==> config.mk <==
export PLATFORM = sky130hd
export DESIGN_NAME = multicycle_main_fsm_flat
export DESIGN_NICKNAME = d
export VERILOG_FILES = /design/src/rtl/multicycle_main_fsm_if.sv /design/src/rtl/multicycle_main_fsm.sv /design/src/flat_wrapper.sv
export SDC_FILE = /design/constraint.sdc
export NUM_CORES = 1
export LEC_CHECK = 0
export CORE_MARGIN = 4
export CORE_UTILIZATION = 45
export CTS_CLUSTER_SIZE = 12
export DETAILED_ROUTE_END_ITERATION = 8
export PLACE_DENSITY = 0.86
export RECOVER_POWER = 25
export SYNTH_ARGS = -nofsm -noshare
export SYNTH_HDL_FRONTEND = slang
export SYNTH_SLANG_ARGS = --single-unit
==> constraint.sdc <==
create_clock -name clk -period 2.9 [get_ports clk]
set_input_delay 0.725 -clock clk [delete_from_list [all_inputs] [get_ports clk]]
set_output_delay 0.725 -clock clk [all_outputs]
set_load 0.1 [all_outputs]
==> src/rtl/multicycle_main_fsm_if.sv <==
// Control bundle between the multicycle main controller and the core datapath.
// The controller drives through the master modport; the datapath connects as slave.
interface multicycle_main_fsm_if #(
  parameter int unsigned CNT_W = 32
);
  logic [6:0]       op;
  logic [2:0]       funct3;
  logic             Zero;
  logic             mem_ready;
  logic             MemWrite;
  logic             RegWrite;
  logic             IRWrite;
  logic             AdrSrc;
  logic             PCUpdate;
  logic             Branch;
  logic             PCWrite;
  logic [1:0]       ResultSrc;
  logic [1:0]       ALUSrcA;
  logic [1:0]       ALUSrcB;
  logic [1:0]       ALUOp;
  logic [2:0]       ImmSrc;
  logic             illegal;
  logic             instr_retired;
  logic [CNT_W-1:0] retired_count;
  logic [3:0]       state;

  modport master (
    input  op, funct3, Zero, mem_ready,
    output MemWrite, RegWrite, IRWrite, AdrSrc, PCUpdate, Branch, PCWrite,
    output ResultSrc, ALUSrcA, ALUSrcB, ALUOp, ImmSrc,
    output illegal, instr_retired, retired_count, state
  );

  modport slave (
    output op, funct3, Zero, mem_ready,
    input  MemWrite, RegWrite, IRWrite, AdrSrc, PCUpdate, Branch, PCWrite,
    input  ResultSrc, ALUSrcA, ALUSrcB, ALUOp, ImmSrc,
    input  illegal, instr_retired, retired_count, state
  );
endinterface

==> src/rtl/multicycle_main_fsm.sv <==
// RV32I multicycle main controller: sequences fetch/decode/execute/memory/writeback,
// waits on mem_ready, resolves branches and counts retired instructions.
module multicycle_main_fsm #(
  parameter bit          EXT_ISA  = 1'b1,
  parameter bit          MEM_WAIT = 1'b1,
  parameter bit          TRAP_EN  = 1'b1,
  parameter int unsigned CNT_W    = 32
) (
  input logic                   clk,
  input logic                   reset_n,
  multicycle_main_fsm_if.master bus
);

  localparam logic [6:0] OpLoad   = 7'b0000011;
  localparam logic [6:0] OpStore  = 7'b0100011;
  localparam logic [6:0] OpReg    = 7'b0110011;
  localparam logic [6:0] OpImm    = 7'b0010011;
  localparam logic [6:0] OpBranch = 7'b1100011;
  localparam logic [6:0] OpJal    = 7'b1101111;
  localparam logic [6:0] OpJalr   = 7'b1100111;
  localparam logic [6:0] OpLui    = 7'b0110111;
  localparam logic [6:0] OpAuipc  = 7'b0010111;

  typedef enum logic [3:0] {
    StFetch    = 4'd0,
    StDecode   = 4'd1,
    StMemAdr   = 4'd2,
    StMemRead  = 4'd3,
    StMemWb    = 4'd4,
    StMemWrite = 4'd5,
    StExecR    = 4'd6,
    StAluWb    = 4'd7,
    StExecI    = 4'd8,
    StJal      = 4'd9,
    StBranch   = 4'd10,
    StJalr     = 4'd11,
    StLui      = 4'd12,
    StAuipc    = 4'd13,
    StTrap     = 4'd14
  } state_e;

  state_e           state_q, state_d, dec_next;
  logic [CNT_W-1:0] cnt_q, cnt_d;
  logic             mem_rdy, br_ok, dec_illegal, taken;
  logic             mem_write, reg_write, ir_write, adr_src, pc_update, branch;
  logic [1:0]       result_src, alu_src_a, alu_src_b, alu_op;
  logic [2:0]       imm_dec, imm_src;
  logic             illegal, retired;

  assign mem_rdy = MEM_WAIT ? bus.mem_ready : 1'b1;
  assign br_ok   = (bus.funct3[2:1] == 2'b00) || (EXT_ISA && bus.funct3[2]);
  // beq/bne test Zero directly; the 1xx compares invert the sense via funct3[2].
  assign taken   = bus.Zero ^ bus.funct3[0] ^ bus.funct3[2];

  always_comb begin
    case (bus.op)
      OpLoad, OpImm, OpJalr: imm_dec = 3'b000;
      OpStore:               imm_dec = 3'b001;
      OpBranch:              imm_dec = 3'b010;
      OpJal:                 imm_dec = 3'b011;
      OpLui, OpAuipc:        imm_dec = 3'b100;
      default:               imm_dec = 3'b000;
    endcase
  end

  always_comb begin
    dec_illegal = 1'b0;
    dec_next    = StFetch;
    case (bus.op)
      OpLoad, OpStore: dec_next = StMemAdr;
      OpReg:           dec_next = StExecR;
      OpImm:           dec_next = StExecI;
      OpJal:           dec_next = StJal;
      OpBranch: begin
        if (br_ok) dec_next = StBranch;
        else       dec_illegal = 1'b1;
      end
      OpJalr: begin
        if (EXT_ISA) dec_next = StJalr;
        else         dec_illegal = 1'b1;
      end
      OpLui: begin
        if (EXT_ISA) dec_next = StLui;
        else         dec_illegal = 1'b1;
      end
      OpAuipc: begin
        if (EXT_ISA) dec_next = StAuipc;
        else         dec_illegal = 1'b1;
      end
      default: dec_illegal = 1'b1;
    endcase
    if (dec_illegal) dec_next = TRAP_EN ? StTrap : StFetch;
  end

  always_comb begin
    state_d    = state_q;
    mem_write  = 1'b0;
    reg_write  = 1'b0;
    ir_write   = 1'b0;
    adr_src    = 1'b0;
    pc_update  = 1'b0;
    branch     = 1'b0;
    result_src = 2'b00;
    alu_src_a  = 2'b00;
    alu_src_b  = 2'b00;
    alu_op     = 2'b00;
    imm_src    = imm_dec;
    illegal    = 1'b0;
    retired    = 1'b0;
    case (state_q)
      StFetch: begin
        alu_src_b  = 2'b10;
        result_src = 2'b10;
        ir_write   = mem_rdy;
        pc_update  = mem_rdy;
        if (mem_rdy) state_d = StDecode;
      end
      StDecode: begin
        alu_src_a = 2'b01;
        alu_src_b = 2'b01;
        illegal   = dec_illegal;
        state_d   = dec_next;
      end
      StMemAdr: begin
        alu_src_a = 2'b10;
        alu_src_b = 2'b01;
        state_d   = (bus.op == OpStore) ? StMemWrite : StMemRead;
      end
      StMemRead: begin
        adr_src = 1'b1;
        if (mem_rdy) state_d = StMemWb;
      end
      StMemWb: begin
        result_src = 2'b01;
        reg_write  = 1'b1;
        retired    = 1'b1;
        state_d    = StFetch;
      end
      StMemWrite: begin
        adr_src   = 1'b1;
        mem_write = 1'b1;
        if (mem_rdy) begin
          retired = 1'b1;
          state_d = StFetch;
        end
      end
      StExecR: begin
        alu_src_a = 2'b10;
        alu_op    = 2'b10;
        state_d   = StAluWb;
      end
      StExecI: begin
        alu_src_a = 2'b10;
        alu_src_b = 2'b01;
        alu_op    = 2'b10;
        state_d   = StAluWb;
      end
      StAluWb: begin
        reg_write = 1'b1;
        retired   = 1'b1;
        state_d   = StFetch;
      end
      StJal: begin
        alu_src_a = 2'b01;
        alu_src_b = 2'b10;
        pc_update = 1'b1;
        state_d   = StAluWb;
      end
      StJalr: begin
        alu_src_a = 2'b10;
        alu_src_b = 2'b01;
        state_d   = StJal;
      end
      StLui: begin
        result_src = 2'b11;
        reg_write  = 1'b1;
        retired    = 1'b1;
        state_d    = StFetch;
      end
      StAuipc: begin
        alu_src_a = 2'b01;
        alu_src_b = 2'b01;
        state_d   = StAluWb;
      end
      StBranch: begin
        alu_src_a = 2'b10;
        branch    = 1'b1;
        alu_op    = bus.funct3[2] ? 2'b11 : 2'b01;
        retired   = 1'b1;
        state_d   = StFetch;
      end
      StTrap: illegal = 1'b1;
      default: begin
        imm_src = 3'b000;
        state_d = StFetch;
      end
    endcase
  end

  assign cnt_d = cnt_q + CNT_W'(retired);

  always_ff @(posedge clk or negedge reset_n) begin
    if (!reset_n) begin
      state_q <= StFetch;
      cnt_q   <= '0;
    end else begin
      state_q <= state_d;
      cnt_q   <= cnt_d;
    end
  end

  assign bus.MemWrite      = mem_write;
  assign bus.RegWrite      = reg_write;
  assign bus.IRWrite       = ir_write;
  assign bus.AdrSrc        = adr_src;
  assign bus.PCUpdate      = pc_update;
  assign bus.Branch        = branch;
  assign bus.PCWrite       = pc_update | (branch & taken);
  assign bus.ResultSrc     = result_src;
  assign bus.ALUSrcA       = alu_src_a;
  assign bus.ALUSrcB       = alu_src_b;
  assign bus.ALUOp         = alu_op;
  assign bus.ImmSrc        = imm_src;
  assign bus.illegal       = illegal;
  assign bus.instr_retired = retired;
  assign bus.retired_count = cnt_q;
  assign bus.state         = state_q;

endmodule
==> src/flat_wrapper.sv <==
// flat-port wrapper written by rule: the top's interface ports become plain ports
module multicycle_main_fsm_flat 
#(
  parameter bit          EXT_ISA  = 1'b1,
  parameter bit          MEM_WAIT = 1'b1,
  parameter bit          TRAP_EN  = 1'b1,
  parameter int unsigned CNT_W    = 32
)
  (clk, reset_n, bus_op, bus_funct3, bus_Zero, bus_mem_ready, bus_MemWrite, bus_RegWrite, bus_IRWrite, bus_AdrSrc, bus_PCUpdate, bus_Branch, bus_PCWrite, bus_ResultSrc, bus_ALUSrcA, bus_ALUSrcB, bus_ALUOp, bus_ImmSrc, bus_illegal, bus_instr_retired, bus_retired_count, bus_state);
  multicycle_main_fsm_if #(.CNT_W(CNT_W)) bus_i ();
  input logic clk;
  input logic reset_n;
  input wire logic [$bits(bus_i.op)-1:0] bus_op;
  input wire logic [$bits(bus_i.funct3)-1:0] bus_funct3;
  input wire logic [$bits(bus_i.Zero)-1:0] bus_Zero;
  input wire logic [$bits(bus_i.mem_ready)-1:0] bus_mem_ready;
  output wire logic [$bits(bus_i.MemWrite)-1:0] bus_MemWrite;
  output wire logic [$bits(bus_i.RegWrite)-1:0] bus_RegWrite;
  output wire logic [$bits(bus_i.IRWrite)-1:0] bus_IRWrite;
  output wire logic [$bits(bus_i.AdrSrc)-1:0] bus_AdrSrc;
  output wire logic [$bits(bus_i.PCUpdate)-1:0] bus_PCUpdate;
  output wire logic [$bits(bus_i.Branch)-1:0] bus_Branch;
  output wire logic [$bits(bus_i.PCWrite)-1:0] bus_PCWrite;
  output wire logic [$bits(bus_i.ResultSrc)-1:0] bus_ResultSrc;
  output wire logic [$bits(bus_i.ALUSrcA)-1:0] bus_ALUSrcA;
  output wire logic [$bits(bus_i.ALUSrcB)-1:0] bus_ALUSrcB;
  output wire logic [$bits(bus_i.ALUOp)-1:0] bus_ALUOp;
  output wire logic [$bits(bus_i.ImmSrc)-1:0] bus_ImmSrc;
  output wire logic [$bits(bus_i.illegal)-1:0] bus_illegal;
  output wire logic [$bits(bus_i.instr_retired)-1:0] bus_instr_retired;
  output wire logic [$bits(bus_i.retired_count)-1:0] bus_retired_count;
  output wire logic [$bits(bus_i.state)-1:0] bus_state;
  assign bus_i.op = bus_op;
  assign bus_i.funct3 = bus_funct3;
  assign bus_i.Zero = bus_Zero;
  assign bus_i.mem_ready = bus_mem_ready;
  assign bus_MemWrite = bus_i.MemWrite;
  assign bus_RegWrite = bus_i.RegWrite;
  assign bus_IRWrite = bus_i.IRWrite;
  assign bus_AdrSrc = bus_i.AdrSrc;
  assign bus_PCUpdate = bus_i.PCUpdate;
  assign bus_Branch = bus_i.Branch;
  assign bus_PCWrite = bus_i.PCWrite;
  assign bus_ResultSrc = bus_i.ResultSrc;
  assign bus_ALUSrcA = bus_i.ALUSrcA;
  assign bus_ALUSrcB = bus_i.ALUSrcB;
  assign bus_ALUOp = bus_i.ALUOp;
  assign bus_ImmSrc = bus_i.ImmSrc;
  assign bus_illegal = bus_i.illegal;
  assign bus_instr_retired = bus_i.instr_retired;
  assign bus_retired_count = bus_i.retired_count;
  assign bus_state = bus_i.state;
  multicycle_main_fsm #(.EXT_ISA(EXT_ISA), .MEM_WAIT(MEM_WAIT), .TRAP_EN(TRAP_EN), .CNT_W(CNT_W)) u_core (.clk(clk), .reset_n(reset_n), .bus(bus_i));
endmodule
==> reports/metrics.cfg, run 1 <==
[yosys]
async_reset_ff_share_pct = 100
ys_warn_count = 0
synth-seq-area-share_pct = 40.2
synth_xor_xnor_area_share_pct = 14.1
synth_edf_count = 0
synth.area.top_cells = dfrtp_1, xnor2_1, nand4_1, nand3_1, nand2_1
syn_inst = 241
synth_compound_area_share_pct = 11.4
synth-simple-area-share_pct = 28.9
syn_area_per_cell_sq_um = 9.30
synthFlopType = dfrtp_1
syn_area_sq_um = 2240
ys_types = 56
synth_top_area_share_pct = 40.2
synth_mux_area_share_pct = 0
synth-seq-cells = 36
synth_nets = 257
synth_area_leader_cell = dfrtp_1
synth_top_family_by_area = simple AND/OR/NAND/NOR gates
synthAdderAreaFrac_pct = 1.12

[timing]
whs_ns = 0.494
min_period_ns = 2.85
finalHoldViolCount = 0
finClkSkew_ns = 0.00836
relSlewSlack_pct = 24.0
rsz0062_at_grt = true
tightestPinTransition_ns = 1.14
finalSetupViolCount = 0
setup_ws_ns = 0.0464
period_share_pct = 98.4
final-max-slew-violation-count = 0
fmax_mhz = 350

[setup_path]
rrSetupSlack_ns = 0.39
critPathKind = in -> out
cpPeakStageDelay_ns = 0.44
critical_path.max_fanout = 2
r2r-end = u_core.bus.retired_count[26]
cp-start-kind = input port
rr_startpoint = u_core.bus.state[0]
cp_data_arrival_time_ns = 2.13
cp-end-kind = output port
cp.required_ns = 2.17
crit_slowest_cell = clkdlybuf4s50_1
crit_start = bus_funct3[1]
ff2ff_path_depth = 10
worstSetupEndpoint = bus_illegal
crit_chain = clkdlybuf4s50_1 > or3b_4 > o21bai_1 > a32oi_2 > o32ai_4 > buf_12

[final_layout]
final_common_cell = buf_4
final_nets = 357
fill_cells = 341
num_antenna_cells = 0
layout_common_cells = buf_4, dfrtp_1, xnor2_1
final_util_pct = 75.6
areaGrowthSynthToFinish_pct = 61.4
seqCellArea_sq_um = 916
stdcell_count = 408
drive_above_1_share_pct = 41.1
final_area_sq_um = 3620
multi_input_area_sq_um = 1480

[floorplan]
initial_core_util_pct = 46.8
core_area_sq_um = 4790
die_h_microns = 78.6
fp-row-count = 25
fp.dieArea_sq_um = 6180
io_pins = 70
fp.dieW_microns = 78.6

[clocking]
cts_buffers = 5
cts_tree = yes
postCtsHoldBufs = 0
clk_pin_slew_ns = 0.07
htreeDepth = 2
cts_max_path_buffers = 2
clock_sinks = 36
cts_root_buf = clkbuf_8
insertion_delay_ns = 0.29

[route]
drt-total-wl_mm = 6.19
drtPass1Iterations = 4
vias = 2169
wl_per_cell_microns = 15.2
drtAntennaViolNets = 0
post-route-drc-count = 0
routed_via_density = 5.32
drt-initial-drc-count = 108

[power_and_ir_drop]
netSwitchingPower_w = 0.00217
seqPwrFrac_pct = 21.5
powerDensity_nw_per_um2 = 1020
power_frac_comb_pct = 69.6
p_sw_share_pct = 58.5
power.internal_w = 0.00154
vdd_drop_max_mv = 0.787
leakagePower_nw = 1.62
pwr-share-clk_pct = 8.9

[status]
status = completed

[min_path]
hold_class = reg -> reg

[placed_design]
placed_area_sq_um = 3420
dp_cells = 390
dp_slack_ns = -0.211
io_buffers = 69
place.gp.congestion = 0.834
hpwl_mm = 4.49

[global_route]
grt_pass1_wl_mm = 9.94
grt_overflow = 0
grt_max_degree = 25
grt_pass1_vias = 2081
track_usage_pct = 20.2
grt_antenna_before_repair = 0

[flow_run]
max_cap_viol_count = 0

==> power by group through the flow <==
stage	Sequential (W)	Combinational, W	Clock [W]
2_1_floorplan	0.00111	0.00158	0
3_3_place_gp	0.000792	0.00255	0
3_5_place_dp	0.000798	0.00258	0
4_1_cts	0.000790	0.00259	0.000342
5_1_grt	0.000818	0.00268	0.000360
6_report	0.000798	0.00258	0.000331
==> how the worst min path moves through the flow <==
stage | startpoint | end | slack [ns] | cells past startpoint
floorplan | reset_n | u_core.bus.retired_count[0] | 0.43 | 0
global placement | u_core.bus.retired_count[31] | u_core.bus.retired_count[31] | 0.46 | 1
detailed placement | u_core.bus.retired_count[31] | u_core.bus.retired_count[31] | 0.48 | 1
CTS | u_core.bus.retired_count[31] | u_core.bus.retired_count[31] | 0.49 | 1
global route | u_core.bus.retired_count[31] | u_core.bus.retired_count[31] | 0.50 | 1
finish | u_core.bus.retired_count[31] | u_core.bus.retired_count[31] | 0.49 | 1
==> Yosys cell counts (all sizes together), types with 3 or more instances <==
cell    instances
a21oi           6
and2            4
and3            5
and4            3
buf             8
clkbuf          6
dfrtp          36
inv             7
nand2          19
nand2b          6
nand3          16
nand4          14
nor2           17
nor2b           6
nor3            7
nor4            4
o21ai           8
xnor2          29
xor2            7
==> worst max-delay path: cells and delay by family <==
| kind | cells | cell delay, ns |
|---|---|---|
| AO/OA/AOI/OAI | 3 | 0.38 |
| buffers and inverters | 2 | 0.65 |
| AND/OR/NAND/NOR | 1 | 0.37 |
==> routing by layer <==
layer  share of wire [%]  track usage [%]
met1                  43             26.8
met2                  51             33.5
met3                 5.0             3.21
met4                 1.5             6.64
met5                   0                0
==> area by class of cell <==
class	count	share of cell area (%)
tap	67	2.32
multi-input combinational	184	40.9
inverter	7	0.830
timing repair buffer	107	28.6
sequential	36	25.3
clock buffer	6	2.00
clock inverter	1	0.138
==> metrics by stage <==
step	total power (W)	TNS, ns
2_1_floorplan	0.00269	-0.0552
3_3_place_gp	0.00335	-0.455
3_5_place_dp	0.00338	-1.29
4_1_cts	0.00372	0
5_1_grt	0.00385	-0.0367
6_report	0.00371	0
==> logic make-up (layout without fill, tap and decap cells) <==
group / count (synthesis) / in the layout
compound gates: 33 / 33
xor+xnor: 36 / 36
fa+ha+maj: 2 / 2
buf+inv: 21 / 121
flops: 36 / 36
simple gates: 113 / 113
==> what timing repair did <==
item,in CTS,in global routing
gates resized for setup,15,3
pin swaps,8,3
buffers inserted,10,1
gates cloned,0,0
endpoints found under the setup margin,4,4
==> registers in the layout, indices dropped and copies added, names as in the netlist <==
register	count
u_core.bus.retired_count	32
u_core.bus.state	4
Note: power is estimated with default switching activity, not from simulation.
==> inputs of run 2 (changes only) <==
--- a/config.mk
+++ b/config.mk
@@ -11,6 +11,7 @@
 export DETAILED_ROUTE_END_ITERATION = 8
 export PLACE_DENSITY = 0.86
 export RECOVER_POWER = 25
+export SETUP_SLACK_MARGIN = 0.1
 export SYNTH_ARGS = -nofsm -noshare
 export SYNTH_HDL_FRONTEND = slang
 export SYNTH_SLANG_ARGS = --single-unit
==> reports/metrics.cfg, run 2 (synthesis results as in run 1) <==
[timing]
fmax_mhz = 362
final-max-slew-violation-count = 0
rsz0062_at_grt = true
finalSetupViolCount = 0
whs_ns = 0.476
finalHoldViolCount = 0
relSlewSlack_pct = 19.9
period_share_pct = 95.3
min_period_ns = 2.76
tightestPinTransition_ns = 1.20
finClkSkew_ns = 0.00735

[floorplan]
fp.dieW_microns = 78.6
fp-row-count = 25
die_h_microns = 78.6
fp.dieArea_sq_um = 6180
core_area_sq_um = 4790
io_pins = 70
initial_core_util_pct = 46.8

[final_layout]
final_nets = 349
num_antenna_cells = 0
areaGrowthSynthToFinish_pct = 63.2
stdcell_count = 401
largest_register_ffs = 32
final_common_cell = buf_4
final_util_pct = 76.5
final_area_sq_um = 3660
drive_above_1_share_pct = 41.3
layout_common_cells = buf_4, dfrtp_1, xnor2_1
fill_cells = 307

[power_and_ir_drop]
powerDensity_nw_per_um2 = 1070
vdd_drop_max_mv = 1.15
power_frac_comb_pct = 66.4
seqPwrFrac_pct = 21.4
netSwitchingPower_w = 0.00222
p_sw_share_pct = 56.7
leakagePower_nw = 1.63
power.internal_w = 0.00170
pwr-share-clk_pct = 12.3

[global_route]
grt_max_degree = 27
grtUsageMet3_pct = 4.36
use_met2_pct = 36.1
grt_pass1_vias = 2071
grt_overflow = 0
grt_pass1_wl_mm = 10.5
use_met1_pct = 28.3
grt_antenna_before_repair = 0
grt-busiest-layer = met2
track_usage_pct = 21.7

[placed_design]
hpwl_mm = 4.72
dp_cells = 390
place.gp.congestion = 0.860
io_buffers = 69
placed_area_sq_um = 3450

[setup_path]
cp-end-kind = output port
critPathKind = in -> out
critical_path.max_fanout = 6
rrSetupSlack_ns = 0.35
ff2ff_path_depth = 10
cp.required_ns = 2.17
cp-start-kind = input port
cp_data_arrival_time_ns = 2.04

[clocking]
htreeDepth = 2
insertion_delay_ns = 0.29
cts_buffers = 5
clock_sinks = 36
cts_root_buf = clkbuf_8
cts_max_path_buffers = 2
cts_tree = yes
clk_pin_slew_ns = 0.07
postCtsHoldBufs = 0

[route]
drt-initial-drc-count = 132
wl_per_cell_microns = 16.8
drtAntennaViolNets = 0
vias = 2194
post-route-drc-count = 0
drtPass1Iterations = 4
routed_via_density = 5.47
drt-total-wl_mm = 6.75

[status]
status = completed

[min_path]
holdPathStages = 1
hold_class = reg -> reg

[flow_run]
max_cap_viol_count = 0

-- run 2: changes by cell type in the layout (fill, tap and decap cells not counted), moves of 2 or more --
cell             change
clkbuf_1             -2
clkdlybuf4s50_1      -3
clkbuf_2             +2
buf_4                -8
clkbuf_8             +2
-- run 2: power by group through the flow --
stage / logic (W) / clock network [W] / registers [W]
2_1_floorplan: 0.00164 / 0 / 0.00111
3_3_place_gp: 0.00257 / 0 / 0.000830
3_5_place_dp: 0.00260 / 0 / 0.000843
4_1_cts: 0.00261 / 0.000486 / 0.000831
5_1_grt: 0.00270 / 0.000510 / 0.000867
6_report: 0.00261 / 0.000482 / 0.000838
-- run 2: routing by layer --
metal | share of wire [%] | vias to the layer above
li1 | - | 1047
met2 | 51 | 67
met3 | 5.2 | 12
met4 | 2.2 | 0
met5 | 0 | -
met1 | 42 | 1068
-- run 2: area by class of cell --
type	instances	area, sq um	area share [%]
clock buffer	7	96.3	2.63
clock inverter	1	30.0	0.821
tap	67	83.8	2.29
timing repair buffer	99	983	26.9
inverter	7	30.0	0.821
sequential	36	916	25.0
multi-input combinational	184	1520	41.5
-- run 2: worst max-delay path: stages --
cell and delay (ns):
dlygate4sd2_1 0.23, buf_4 0.17, nand4_1 0.22, or2_4 0.33
a21oi_4 0.18, buf_12 0.19
-- run 2: path summary, 6_finish.rpt --
| kind | start | end |
|---|---|---|
| max | bus_op[2] | bus_ImmSrc[1] |
| min | u_core.bus.retired_count[31] | u_core.bus.retired_count[31] |
| max reg2reg | u_core.bus.state[1] | u_core.bus.retired_count[27] |
| min reg2reg | u_core.bus.retired_count[31] | u_core.bus.retired_count[31] |
| max in group asynchronous | reset_n | u_core.bus.retired_count[31] |
| min in group asynchronous | reset_n | u_core.bus.retired_count[17] |
-- run 2: repair_timing --
item	4_1_cts	5_1_grt
pin swaps	9	7
setup buffers	1	2
gates resized for setup	16	12
endpoints found under the setup margin	4	5
hold endpoints to repair	0	0
-- run 2: through the flow --
step | setup TNS [ns] | setup slack [ns] | power, W
floorplan | -0.0493 | -0.0472 | 0.00275
global placement | -0.251 | -0.189 | 0.00340
detailed placement | -0.384 | -0.251 | 0.00344
CTS | 0 | 0.120 | 0.00392
global route | 0 | 0.0601 | 0.00408
finish | 0 | 0.136 | 0.00392
